--- config.mk ---
export PLATFORM = sky130hd
export DESIGN_NAME = button_events
export DESIGN_NICKNAME = d
export VERILOG_FILES = /design/src/rtl/button_events_pkg.sv /design/src/rtl/button_events_debounce_filter.sv /design/src/rtl/button_events.sv
export SDC_FILE = /design/constraint.sdc
export NUM_CORES = 1
export LEC_CHECK = 0
export CORE_UTILIZATION = 47
export DETAILED_ROUTE_END_ITERATION = 10
export SYNTH_ARGS = -nofsm -noshare
export SYNTH_HDL_FRONTEND = slang
export SYNTH_SLANG_ARGS = --single-unit
--- constraint.sdc ---
create_clock -name i_Clk -period 3.3 [get_ports i_Clk]
set_input_delay 0.825 -clock i_Clk [delete_from_list [all_inputs] [get_ports i_Clk]]
set_output_delay 0.825 -clock i_Clk [all_outputs]
set_load 0.005 [all_outputs]
--- src/rtl/button_events_pkg.sv ---
// Shared definitions for the push-button conditioning chain: FSM encoding,
// default board timing constants and counter sizing.
package button_events_pkg;

    typedef enum logic [1:0] {
        IDLE      = 2'd0,
        HELD      = 2'd1,
        LONG_HELD = 2'd2
    } btn_state_e;

    localparam int CLK_HZ        = 25000000;
    localparam int DEBOUNCE_10MS = 250000;
    localparam int LONG_1S       = 25000000;

    // Counter width for a terminal count of n-1; never narrower than one bit.
    function automatic int cnt_width(input int n);
        return (n > 1) ? $clog2(n) : 1;
    endfunction

endpackage

--- src/rtl/button_events_debounce_filter.sv ---
// Two-flop synchronizer followed by a disagreement-run debounce counter.
// o_Rise/o_Fall announce the o_Level flip that happens on the next edge.
module debounce_filter
    import button_events_pkg::*;
#(
    parameter int DEBOUNCE_TIME = DEBOUNCE_10MS
) (
    input  logic i_Clk,
    input  logic i_Rst_L,
    input  logic i_Switch,
    output logic o_Level,
    output logic o_Rise,
    output logic o_Fall
);

    localparam int CW = cnt_width(DEBOUNCE_TIME);
    localparam logic [CW-1:0] DEB_TERM = CW'(DEBOUNCE_TIME - 1);

    logic          r_sync1;
    logic          r_sync2;
    logic [CW-1:0] r_count;
    logic          r_level;

    logic          w_differ;
    logic          w_flip;
    logic [CW-1:0] w_count_next;
    logic          w_level_next;

    assign w_differ = r_sync2 ^ r_level;
    assign w_flip   = w_differ && (r_count >= DEB_TERM);

    // Debounce counter: any cycle of agreement restarts the run.
    always_comb begin
        w_count_next = r_count;
        w_level_next = r_level;
        if (!w_differ) begin
            w_count_next = '0;
        end else if (w_flip) begin
            w_count_next = '0;
            w_level_next = ~r_level;
        end else begin
            w_count_next = r_count + CW'(1);
        end
    end

    // Synchronizer, counter and debounced level registers.
    always_ff @(posedge i_Clk or negedge i_Rst_L) begin
        if (!i_Rst_L) begin
            r_sync1 <= 1'b0;
            r_sync2 <= 1'b0;
            r_count <= '0;
            r_level <= 1'b0;
        end else begin
            r_sync1 <= i_Switch;
            r_sync2 <= r_sync1;
            r_count <= w_count_next;
            r_level <= w_level_next;
        end
    end

    assign o_Level = r_level;
    assign o_Rise  = w_flip & ~r_level;
    assign o_Fall  = w_flip & r_level;

endmodule

--- src/rtl/button_events.sv ---
// Push-button event generator: debounced level plus single-cycle press,
// release, short-press and long-press pulses for the stopwatch.
module button_events
    import button_events_pkg::*;
#(
    parameter int DEBOUNCE_TIME   = DEBOUNCE_10MS,
    parameter int LONG_PRESS_TIME = LONG_1S
) (
    input  logic i_Clk,
    input  logic i_Rst_L,
    input  logic i_Switch,
    output logic o_Level,
    output logic o_Press,
    output logic o_Release,
    output logic o_Short,
    output logic o_Long
);

    localparam int HW = cnt_width(LONG_PRESS_TIME);
    localparam logic [HW-1:0] HOLD_TERM = HW'(LONG_PRESS_TIME - 1);

    btn_state_e    r_state;
    btn_state_e    w_state_next;
    logic [HW-1:0] r_hold;
    logic [HW-1:0] w_hold_next;
    logic          r_press;
    logic          r_release;
    logic          r_short;
    logic          r_long;
    logic          w_press_next;
    logic          w_release_next;
    logic          w_short_next;
    logic          w_long_next;
    logic          w_rise;
    logic          w_fall;

    debounce_filter #(
        .DEBOUNCE_TIME (DEBOUNCE_TIME)
    ) u_debounce (
        .i_Clk    (i_Clk),
        .i_Rst_L  (i_Rst_L),
        .i_Switch (i_Switch),
        .o_Level  (o_Level),
        .o_Rise   (w_rise),
        .o_Fall   (w_fall)
    );

    // Pulses are decided from the filter's flip strobes so they land in the
    // same cycle the new level appears; a release beats a simultaneous long.
    always_comb begin
        w_state_next   = r_state;
        w_hold_next    = r_hold;
        w_press_next   = 1'b0;
        w_release_next = 1'b0;
        w_short_next   = 1'b0;
        w_long_next    = 1'b0;
        case (r_state)
            IDLE: begin
                if (w_rise) begin
                    w_press_next = 1'b1;
                    w_hold_next  = '0;
                    w_state_next = HELD;
                end else begin
                    w_state_next = IDLE;
                end
            end
            HELD: begin
                if (w_fall) begin
                    w_release_next = 1'b1;
                    w_short_next   = 1'b1;
                    w_state_next   = IDLE;
                end else if (r_hold >= HOLD_TERM) begin
                    w_long_next  = 1'b1;
                    w_state_next = LONG_HELD;
                end else begin
                    w_hold_next = r_hold + HW'(1);
                end
            end
            LONG_HELD: begin
                if (w_fall) begin
                    w_release_next = 1'b1;
                    w_state_next   = IDLE;
                end else begin
                    w_state_next = LONG_HELD;
                end
            end
            default: begin
                w_state_next = IDLE;
                w_hold_next  = '0;
            end
        endcase
    end

    // State, hold counter and registered event pulses.
    always_ff @(posedge i_Clk or negedge i_Rst_L) begin
        if (!i_Rst_L) begin
            r_state   <= IDLE;
            r_hold    <= '0;
            r_press   <= 1'b0;
            r_release <= 1'b0;
            r_short   <= 1'b0;
            r_long    <= 1'b0;
        end else begin
            r_state   <= w_state_next;
            r_hold    <= w_hold_next;
            r_press   <= w_press_next;
            r_release <= w_release_next;
            r_short   <= w_short_next;
            r_long    <= w_long_next;
        end
    end

    assign o_Press   = r_press;
    assign o_Release = r_release;
    assign o_Short   = r_short;
    assign o_Long    = r_long;

endmodule

Word level (Yosys, flattened, before mapping)
Cells that the tools add are included.
{"block": "word_totals", "register_bits": 52, "input_bits": 3, "wordCells": 49, "out_inout_bits": 5}
{"block": "classes", "order_cmp": 2, "add_sub_neg": 2, "n_reduce_logical": 5, "eq_ne": 6, "muxes": 19, "n_bitwise": 5}
{"operator": "25-bit two-way mux", "n": 3}
{"operator": "25-bit one-hot mux with 3 select lines", "n": 1}
{"operator": "18-bit two-way mux", "n": 2}
{"operator": "25-bit by 1-bit adder with 25-bit output (second input constant)", "n": 1}
{"operator": "25-bit greater-or-equal comparator (second input constant)", "n": 1}
{"operator": "18-bit by 1-bit adder with 18-bit output (second input constant)", "n": 1}
{"operator": "18-bit greater-or-equal comparator (second input constant)", "n": 1}
{"operator": "1-bit two-way mux", "n": 9}
{"operator": "2-bit two-way mux", "n": 3}
{"operator": "2-bit one-hot mux with 3 select lines", "n": 1}
{"operator": "2-bit inequality test (second input constant)", "n": 2}
{"operator": "4-bit AND reduction", "n": 1}
{"operator": "3-bit by 2-bit inequality test with 1-bit output (second input constant)", "n": 1}
{"operator": "1-bit AND", "n": 2}
{"operator": "2-bit by 1-bit == test with 1-bit output (second input constant)", "n": 1}
{"operator": "2-bit == test (second input constant)", "n": 1}
{"operator": "2-bit logical NOT", "n": 1}
{"operator": "2-bit by 1-bit inequality test with 1-bit output (second input constant)", "n": 1}
{"operator": "1-bit inverter", "n": 2}
{"operator": "2-bit AND reduction", "n": 1}
{"operator": "2-bit OR reduction", "n": 1}
{"operator": "1-bit logical AND", "n": 1}
{"operator": "1-bit XOR", "n": 1}

Depth between registers and ports, before layout
Gate-level depths: netlist of run 1.
{"block": "logic_depth", "word_depth": 5, "depth_mapped": 9, "ltp_nobuf": 7}

Modules after synthesis
Synthesis of run 1 repeated with hierarchy kept, for this count alone.
{"block": "hier_totals", "cells_unflattened": 334, "area_unflattened_um2": 3273.1}
{"mod": "button_events", "cells_per_inst": 223, "seq_area_each_um2": 775.7, "instances": 1, "area_per_inst_um2": 1999.4}
{"mod": "debounce_filter", "cells_per_inst": 111, "seq_area_each_um2": 525.5, "instances": 1, "area_per_inst_um2": 1273.7}

Worst setup path before layout of run 1
Ideal clock, no wire load.
{"block": "synth_timing", "path_kind": "reg2reg", "from": "register r_hold[0]", "to": "register r_hold[3]", "synth_period_minus_slack_ps": 2207, "path_buffers": 1, "t_arrival_ps": 2141, "path_stages_with_launch": 9, "setup_ps": 66, "required_ps": 3234, "setup_slack_ps": 1093, "path_cell_list": "dfrtp_1 ha_1 a21oi_1 o211ai_1 a221oi_4 nand2_2 buf_2 or4_1 nand2_1"}
{"block": "synth_via", "elab_chain_len": 4, "elab_cells_between_ends": 7, "classes_between": "1 x add/sub; 1 x order compare; 1 x eq/ne; 3 x mux; 1 x reduce/logical"}
{"element": "start, declared", "line_no": "button_events.sv:24", "rtl": "logic [HW-1:0] r_hold;"}
{"element": "start signal, assigned", "line_no": "button_events.sv:105", "rtl": "r_hold <= w_hold_next;"}
{"element": "25-bit by 1-bit adder with 25-bit output", "line_no": "button_events.sv:76", "rtl": "w_hold_next = r_hold + HW'(1);"}
{"element": "25-bit two-way mux", "line_no": "button_events.sv:72", "rtl": "end else if (r_hold >= HOLD_TERM) begin"}
{"element": "25-bit two-way mux", "line_no": "button_events.sv:68", "rtl": "if (w_fall) begin"}
{"element": "25-bit one-hot mux with 3 select lines", "line_no": "button_events.sv:57", "rtl": "case (r_state)"}
Several ways; a longest one is shown, not always the timed one. The select of a mux whose other input is x is not followed.
A chain may end at the register's enable or synchronous reset.

Worst setup path in the final report of run 1
{"block": "layout_timing", "from": "register r_hold[0]", "to": "register r_hold[9]"}
Same word-level chain as after synthesis.

==> reports/results.tsv, run 1 <==
metric	value	unit
FF-to-FF setup slack	0.65	ns
asr flop ratio synth	100.0	%
placed cell area	0.002957	mm²
FP Rows	27	
TritonCTS Sinks	52	
drt pass-1 iters	4	
Crit. End Element	register	
Final Hold Viols	0	
Synth Register Bits	52	
EDFF count, synth	0	
CP startpoint kind	register	
number of diodes	0	
warnings from Yosys	0	
IO Port Bufs	7	
Critical R2R Launch	r_hold[0]	
Post-Syn Nets	297	
Mapped Area	0.002835	mm²
crit-path max FO	12	
Overflow after GRT	0	
CTS tree	built	
Final GP Congestion	0.8344	
critical hold path startpoint	u_debounce.r_sync1	
vias in the first global route	2195	
DR iter-0 viols	133	
min Tclk post-route	2.652	ns
die width	79.67	µm
Synth Instances	288	
fin nets	302	
Root Buffer Master	clkbuf_8	
placed wire-length estimate	4079	µm
Fillers	521	
Core Box Area	0.005675	mm²
Worst Skew	0.005080	ns
final core area utilization	53.75	%
Finished Layout Cells	366	
top cell type's share of synthesized area	45.90	%
FF-to-FF path depth	7	
worst hold path cell count	0	
Initial Utilization	49.96	%
Tcrit/Tclk final	80.37	%
Vias	2199	
Finished Cell Area	0.003050	mm²
Synth Flop Type	dfrtp_1	
Clk Latency, worst-skew pair	0.29	ns
fmax	377.0	MHz
Layout area overhead	7.591	%
setup_tns	0	ns
first-pass GRT wire length	10320	µm
WHS	0.3710	ns
Worst R2R End	r_hold[9]	
max-cap violations	0	
I/O pins	8	
status	finished clean	
Routed Antenna Nets	0	
post-synth top area cell	dfrtp_1	
layout cells sized above 1	8.844	%
Crit path required time	3.51	ns
setup repair bufs after CTS	0	
placed insts	358	
H-tree level count	2	
routed vias/inst	6.008	
GR Util All Layers	20.96	%
critical path class	register to register	
largest net degree at the start of global routing	53	
RSZ-0062 raised after global routing	false	
post-synthesis average cell area	9.845	µm²
total die area	0.006347	mm²
Area contributors post-synth	dfrtp_1 (46%), o311ai_0 (4.0%), nor2_1 (4.0%), nand3_1 (3.9%), o41ai_1 (3.7%)	
Final Setup Violations	0	
Hold Path End	u_debounce.r_sync2	
pwr dens	342.1	mW/mm²
Worst Tran Pin Value	0.6588	ns
Reg clk slew, reported paths	0.09	ns
crit path DAT	2.87	ns
CTS Buf Count	5	
drc violations	0	
relative slew slack	56.08	%
CTS Buffer Depth	2	
Synth cell types	54	
post-cts gate resize count	0	
Worst Hold Class	register to register	
hold buffers post-CTS	0	
Max VDD drop	0.2075	mV
Die Y	79.67	µm
Final Max Tran Viols	0	
leakage	1.182	nW
initial antenna violation count	0	
WL final	6074	µm
Seq/Total Area, Yosys	45.90	%
DR WL/cell	16.60	µm
[worst max-delay path by stage]
stage | startpoint | endpoint | slack [ns] | cells after the start
floorplan | r_hold[0] | r_hold[3] | 1.09 | 8
global placement | u_debounce.r_count[11] | r_hold[17] | 0.70 | 5
detailed placement | u_debounce.r_count[0] | r_hold[9] | 0.69 | 8
CTS | u_debounce.r_count[0] | r_hold[9] | 0.65 | 8
global route | r_hold[0] | r_hold[17] | 0.34 | 7
finish | r_hold[0] | r_hold[9] | 0.65 | 7
[power by group]
group          internal (mW)  total [mW]  leakage, nW  switching, mW
Clock                  0.171       0.374       0.0445          0.203
Sequential             0.641       0.644        0.720        0.00276
Combinational        0.00642      0.0263        0.418         0.0199
[metal layers]
layer,track usage (%),share of wire [%],wire length (µm),up-vias
met3,3.543,1.9,115,2
met5,0,0,0,-
met2,34.96,48,2916,24
li1,-,-,-,1099
met1,27.59,50,3014,1074
met4,6.545,0.44,27,0
[registers in the layout, summed over array words and instances (netlist names)]
register,flops
r_hold,25
r_state,2
o_Short,1
u_debounce.r_count,18
u_debounce.r_sync1,1
u_debounce.r_sync2,1
o_Release,1
u_debounce.o_Level,1
o_Press,1
o_Long,1
[metrics by stage]
stage / power (mW) / setup WS [ns]
2_1_floorplan: 0.6655 / 1.093
3_3_place_gp: 0.6835 / 0.7010
3_5_place_dp: 0.6840 / 0.6946
4_1_cts: 1.062 / 0.6537
5_1_grt: 1.096 / 0.3365
6_report: 1.043 / 0.6477
[final cells by class]
cell class	instances	area [µm²]	area share, %
Multi-Input combinational cell	214	1440	47.21
Sequential cell	52	1301	42.66
Tap cell	72	90.09	2.953
Timing Repair Buffer	10	87.58	2.871
Clock buffer	7	86.33	2.830
Inverter	10	37.54	1.231
Clock inverter	1	7.507	0.2461
[synth_stat cells (3+ instances only)]
library cell and count:
o31ai_1 4, ha_1 6, xnor2_1 6, or4_1 6
o21ai_0 5, dfrtp_1 52, buf_2 4, o311ai_0 13
o41ai_1 12, nand4_1 8, nand3_1 22, a41oi_1 3
nor3_1 5, a21oi_1 4, inv_1 10, and2_1 4
and3_1 6, nand2b_1 3, nand2_1 25, mux2_2 3
xor2_1 9, clkbuf_1 5, o211ai_1 3, and4_1 3
nor2_1 30
[cells by family after synthesis]
kind of cell	share of synthesized area, %
flops	45.90
simple gates	23.70
fa+ha+maj	2.648
buf+inv	3.310
mux	1.545
xor+xnor	4.634
compound gates	18.27
[critical path, stage by stage, from the launching register on]
cell and delay (ns):
dfrtp_1 0.44, ha_1 0.29, a21oi_1 0.14, o211ai_1 0.15, a221oi_4 0.48, nand3_1 0.45, or4_1 0.53, o21ai_0 0.09
[cell usage in the layout (no fill, tap or decap), types with 8 or more instances in the layout]
cell | Yosys | layout
dfrtp_1 | 52 | 52
nor2_1 | 30 | 30
nand2_1 | 25 | 25
nand3_1 | 22 | 22
o311ai_0 | 13 | 13
o41ai_1 | 12 | 12
inv_1 | 10 | 10
xor2_1 | 9 | 9
nand4_1 | 8 | 8
No activity file was read; power rests on OpenSTA's default activity.
==> inputs of run 2 (changes only) <==
--- a/config.mk
+++ b/config.mk
@@ -7,6 +7,7 @@
 export LEC_CHECK = 0
 export CORE_UTILIZATION = 47
 export DETAILED_ROUTE_END_ITERATION = 10
+export PLACE_DENSITY = 0.66
 export SYNTH_ARGS = -nofsm -noshare
 export SYNTH_HDL_FRONTEND = slang
 export SYNTH_SLANG_ARGS = --single-unit
==> constraint.sdc (replaced) <==
create_clock -name i_Clk -period 2.15 [get_ports i_Clk]
set_input_delay 0.5375 -clock i_Clk [delete_from_list [all_inputs] [get_ports i_Clk]]
set_output_delay 0.5375 -clock i_Clk [all_outputs]
set_load 0.005 [all_outputs]
==> reports/results.tsv, run 2 (synthesized netlist as in run 1, its figures left out) <==
metric	value	unit
most frequent cells in the layout	buf_4 (60), dfrtp_1 (52), nor2_1 (28)	
Reg clk slew, reported paths	0.10	ns
crit-path max FO	8	
placed cell area	0.003412	mm²
Core Box Area	0.005675	mm²
CTS Buf Count	5	
die width	79.67	µm
DR WL/cell	17.14	µm
leakage	1.636	nW
hold buffers post-CTS	0	
max reg flops	25	
Final GP Congestion	0.8106	
Tcrit/Tclk final	104.6	%
fmax	444.7	MHz
max-cap violations	0	
setup_tns	-1.225	ns
Biggest register	r_hold	
Fillers	434	
commonest non-fill, non-tap cell in the layout	buf_4	
failing checks	setup timing	
DR WL met2	3611	µm
Design Power	1.720	mW
Crit. End Element	register	
Setup WS post-layout	-0.09861	ns
placed wire-length estimate	4788	µm
Final Setup Violations	23	
largest registers	r_hold: 25 flops, u_debounce.r_count: 18 flops, r_state: 2 flops	
GR Util All Layers	23.95	%
vias in the first global route	2451	
CTS tree	built	
Routed Antenna Nets	0	
initial antenna violation count	0	
Finished Cell Area	0.003834	mm²
routed vias/inst	6.026	
Die Y	79.67	µm
relative slew slack	61.40	%
FP Rows	27	
TritonCTS Sinks	52	
critical path class	register to register	
final core area utilization	67.55	%
H-tree level count	2	
Crit path required time	2.35	ns
Post-Route M1 WL	3397	µm
DR iter-0 viols	215	
Initial Utilization	49.96	%
first-pass GRT wire length	11640	µm
fin nets	367	
Worst Hold Class	input port to async pin	
FF-to-FF path depth	8	
CTS Buffer Depth	2	
status	complete, but fails checks	
Final Hold Viols	0	
Layout area overhead	35.22	%
min Tclk post-route	2.249	ns
Root Buffer Master	clkbuf_8	
total die area	0.006347	mm²
Worst Tran Pin Value	0.5746	ns
number of diodes	0	
WL final	7387	µm
WL met3	283	µm
largest net degree at the start of global routing	30	
Worst Skew	0.006095	ns
RSZ-0062 raised after global routing	true	
uppermost layer routed	met4	
pwr dens	448.5	mW/mm²
drt pass-1 iters	4	
Clk Latency, worst-skew pair	0.31	ns
CP startpoint kind	register	
Max VDD drop	0.3389	mV
layout cells sized above 1	33.43	%
crit path DAT	2.45	ns
Overflow after GRT	0	
drc violations	0	
Vias	2597	
I/O pins	8	
Final Max Tran Viols	0	
IO Port Bufs	7	
==> run 2: changes by cell type in the layout (fill, tap and decap cells not counted), moves of 4 or more <==
cell      change
o41ai_2       +6
o311ai_2      +4
buf_4        +57
o311ai_1      +5
o41ai_1       -7
o311ai_0     -12
==> run 2: per-stage QoR <==
stage | hold slack [ns] | setup WS [ns] | cells
final | 0.1981 | -0.09861 | 431
after CTS | 0.2203 | -0.02895 | 424
after global routing | 0.2502 | -0.1825 | 431
after floorplan | 0.2419 | -0.01093 | 288
after detailed placement | 0.3418 | -0.1859 | 412
after global placement | 0.3452 | -0.1014 | 412
==> run 2: per-layer routing <==
metal	up-vias	global-route usage, %
met1	1293	31.96
met2	64	38.80
met5	-	0
met4	0	9.091
li1	1230	-
met3	10	3.771
==> run 2: report_power, final <==
group	switching (mW)	total, mW	leakage (nW)	internal [mW]
Combinational	0.0319	0.0455	0.862	0.0136
Sequential	0.00437	0.988	0.720	0.984
Clock	0.341	0.686	0.0541	0.345
Total	0.377	1.72	1.64	1.34
==> run 2: path summary, 6_finish.rpt <==
path,from,end,slack (ns)
worst max-delay path,u_debounce.r_count[11],r_hold[14],-0.1
max in group asynchronous,i_Rst_L,r_hold[10],1.40
min in group i_Clk,u_debounce.r_sync1,u_debounce.r_sync2,0.37
worst min register to register,u_debounce.r_sync1,u_debounce.r_sync2,0.37
worst min-delay path,i_Rst_L,u_debounce.r_sync1,0.20
worst max register to register,u_debounce.r_count[11],r_hold[14],-0.1
==> run 2: critical path, stage by stage, from the launching register on <==
cell and delay [ns]:
dfrtp_1 0.39, o41a_1 0.48, buf_4 0.16, buf_6 0.11, o311ai_4 0.40, nand2b_4 0.25, buf_12 0.14, o311ai_1 0.11
o41ai_1 0.08
==> run 2: what timing repair did <==
| item | in CTS | in global routing |
|---|---|---|
| endpoints found under the setup margin | 20 | 26 |
| gates resized for setup | 21 | 30 |
| cloned | 0 | 2 |
| pin swaps | 7 | 4 |
| buffers inserted | 4 | 5 |
==> run 2: area by class of cell <==
cell class / instances / area [µm²] / share of cell area [%]
clock buffer: 5 / 68.82 / 1.795
tap: 72 / 90.09 / 2.350
sequential: 52 / 1301 / 33.94
timing repair buffer: 74 / 629.4 / 16.42
multi-input combinational: 215 / 1664 / 43.41
inverter: 10 / 37.54 / 0.9791
clock inverter: 3 / 42.54 / 1.110
==> inputs of run 3 (changes only) <==
--- a/config.mk
+++ b/config.mk
@@ -7,6 +7,7 @@
 export LEC_CHECK = 0
 export CORE_UTILIZATION = 47
 export DETAILED_ROUTE_END_ITERATION = 10
+export GPL_TIMING_DRIVEN = 0
 export PLACE_DENSITY = 0.66
 export SYNTH_ARGS = -nofsm -noshare
 export SYNTH_HDL_FRONTEND = slang
==> reports/results.tsv, run 3 (synthesized netlist as in run 1, its figures left out) <==
metric	value	unit
Die Y	79.67	µm
Final Hold Viols	0	
pwr dens	438.0	mW/mm²
final core area utilization	69.95	%
Root Buffer Master	clkbuf_8	
Reg clk slew, reported paths	0.10	ns
Worst Hold Class	input port to async pin	
Crit. End Element	register	
vias in the first global route	2460	
Final Max Tran Viols	0	
delay of the slowest critical-path stage	0.42	ns
CP startpoint kind	register	
Final GP Congestion	0.8610	
FP Rows	27	
min Tclk post-route	2.397	ns
Tcrit/Tclk final	111.5	%
Layout area overhead	40.03	%
CTS Buffer Depth	2	
routed vias/inst	6.364	
status	complete, but fails checks	
drc violations	0	
Place WS	-0.4187	ns
slowest CP cell	dfrtp_1	
leakage	1.643	nW
critical path class	register to register	
Worst Skew	0.009723	ns
max reg flops	25	
TritonCTS Sinks	52	
Fillers	392	
first-pass GRT wire length	11940	µm
number of diodes	0	
Initial Utilization	49.96	%
relative slew slack	60.83	%
IO Port Bufs	7	
WL final	8086	µm
Finished Cell Area	0.003970	mm²
die width	79.67	µm
Max VDD drop	0.3322	mV
fmax	417.2	MHz
Critical R2R Launch	r_hold[7]	
Worst R2R End	r_hold[23]	
failing checks	setup timing	
FF-to-FF setup slack	-0.25	ns
Final Setup Violations	17	
Worst Tran Pin Value	0.5854	ns
Crit path required time	2.33	ns
FF-to-FF path depth	8	
max-cap violations	0	
CTS tree	built	
Biggest register	r_hold	
drt pass-1 iters	5	
Routed Antenna Nets	0	
commonest non-fill, non-tap cell in the layout	dfrtp_1	
largest net degree at the start of global routing	32	
Overflow after GRT	0	
crit path DAT	2.58	ns
H-tree level count	2	
layout cells sized above 1	36.75	%
Core Box Area	0.005675	mm²
CP cell instances	nor4_2 -> o211ai_1 -> a221oi_4 -> buf_6 -> nand3_2 -> buf_6 -> o311ai_1 -> o41ai_1	
most frequent cells in the layout	dfrtp_1 (49), buf_4 (41), nor2_1 (28)	
total die area	0.006347	mm²
I/O pins	8	
initial antenna violation count	0	
Vias	2692	
largest registers	r_hold: 25 flops, u_debounce.r_count: 18 flops, r_state: 2 flops	
DR iter-0 viols	332	
GR Util All Layers	24.60	%
Setup WS post-layout	-0.2471	ns
Clk Latency, worst-skew pair	0.32	ns
placed cell area	0.003035	mm²
RSZ-0062 raised after global routing	true	
DR WL/cell	19.12	µm
hold buffers post-CTS	0	
CTS Buf Count	5	
placed wire-length estimate	4402	µm
CP dominant cell by count	buf_6	
crit-path max FO	10	
fin nets	359	
-- run 3: what timing repair did --
| item | in CTS | in global routing |
|---|---|---|
| endpoints found under the hold margin | 0 | 0 |
| cloned | 0 | 1 |
| pin swaps | 12 | 17 |
| buffers inserted | 26 | 22 |
| endpoints found under the setup margin | 37 | 37 |
| gates resized for setup | 46 | 63 |
-- run 3: how the worst max path moves through the flow --
stage,endpoint,startpoint,depth (start not counted),slack (ns)
2_1_floorplan,r_hold[3],r_state[0],8,-0.01
4_1_cts,r_hold[20],r_hold[0],8,-0.09
3_5_place_dp,r_hold[13],r_state[1],8,-0.42
6_report,r_hold[23],r_hold[7],8,-0.25
3_3_place_gp,r_hold[18],i_Rst_L,1,-1.05
5_1_grt,r_hold[23],r_hold[8],8,-0.28
-- run 3: metrics by stage --
| step | total power [mW] | hold slack, ns | setup TNS, ns | instances |
|---|---|---|---|---|
| floorplan | 1.022 | 0.2419 | -0.01093 | 288 |
| global placement | 1.051 | 0.3317 | -63.50 | 367 |
| detailed placement | 1.055 | 0.3371 | -8.933 | 368 |
| CTS | 1.763 | 0.2052 | -0.6047 | 401 |
| global route | 1.811 | 0.2275 | -2.766 | 423 |
| finish | 1.739 | 0.1931 | -1.089 | 423 |
-- run 3: critical path, delay by kind of cell (launching register included) --
| family | cells | cell delay (ns) |
|---|---|---|
| DFF | 1 | 0.42 |
| AOI/OAI and AO/OA | 4 | 1.06 |
| and+or+nand+nor | 2 | 0.43 |
| buffers and inverters | 2 | 0.35 |
-- run 3: area by class of cell --
type | count | area [µm²] | area share, %
multi-input combinational | 214 | 1808 | 45.54
sequential | 52 | 1305 | 32.87
timing repair buffer | 57 | 500.5 | 12.61
buffer | 10 | 112.6 | 2.836
tap | 72 | 90.09 | 2.269
clock buffer | 5 | 68.82 | 1.733
clock inverter | 3 | 47.55 | 1.198
inverter | 10 | 37.54 | 0.9455
-- run 3: routing by layer --
metal  track usage, %  share of wire (%)  up-vias
met5                0                  0        -
li1                 -                  -     1213
met3            4.229                6.4       28
met4            9.455                2.6        0
met2            37.95                 46      127
met1            34.28                 45     1324
-- run 3: power breakdown --
group	leakage (nW)	internal, mW	switching, mW
logic	0.870	0.0166	0.0331
clock network	0.0583	0.351	0.349
registers	0.715	0.984	0.00577
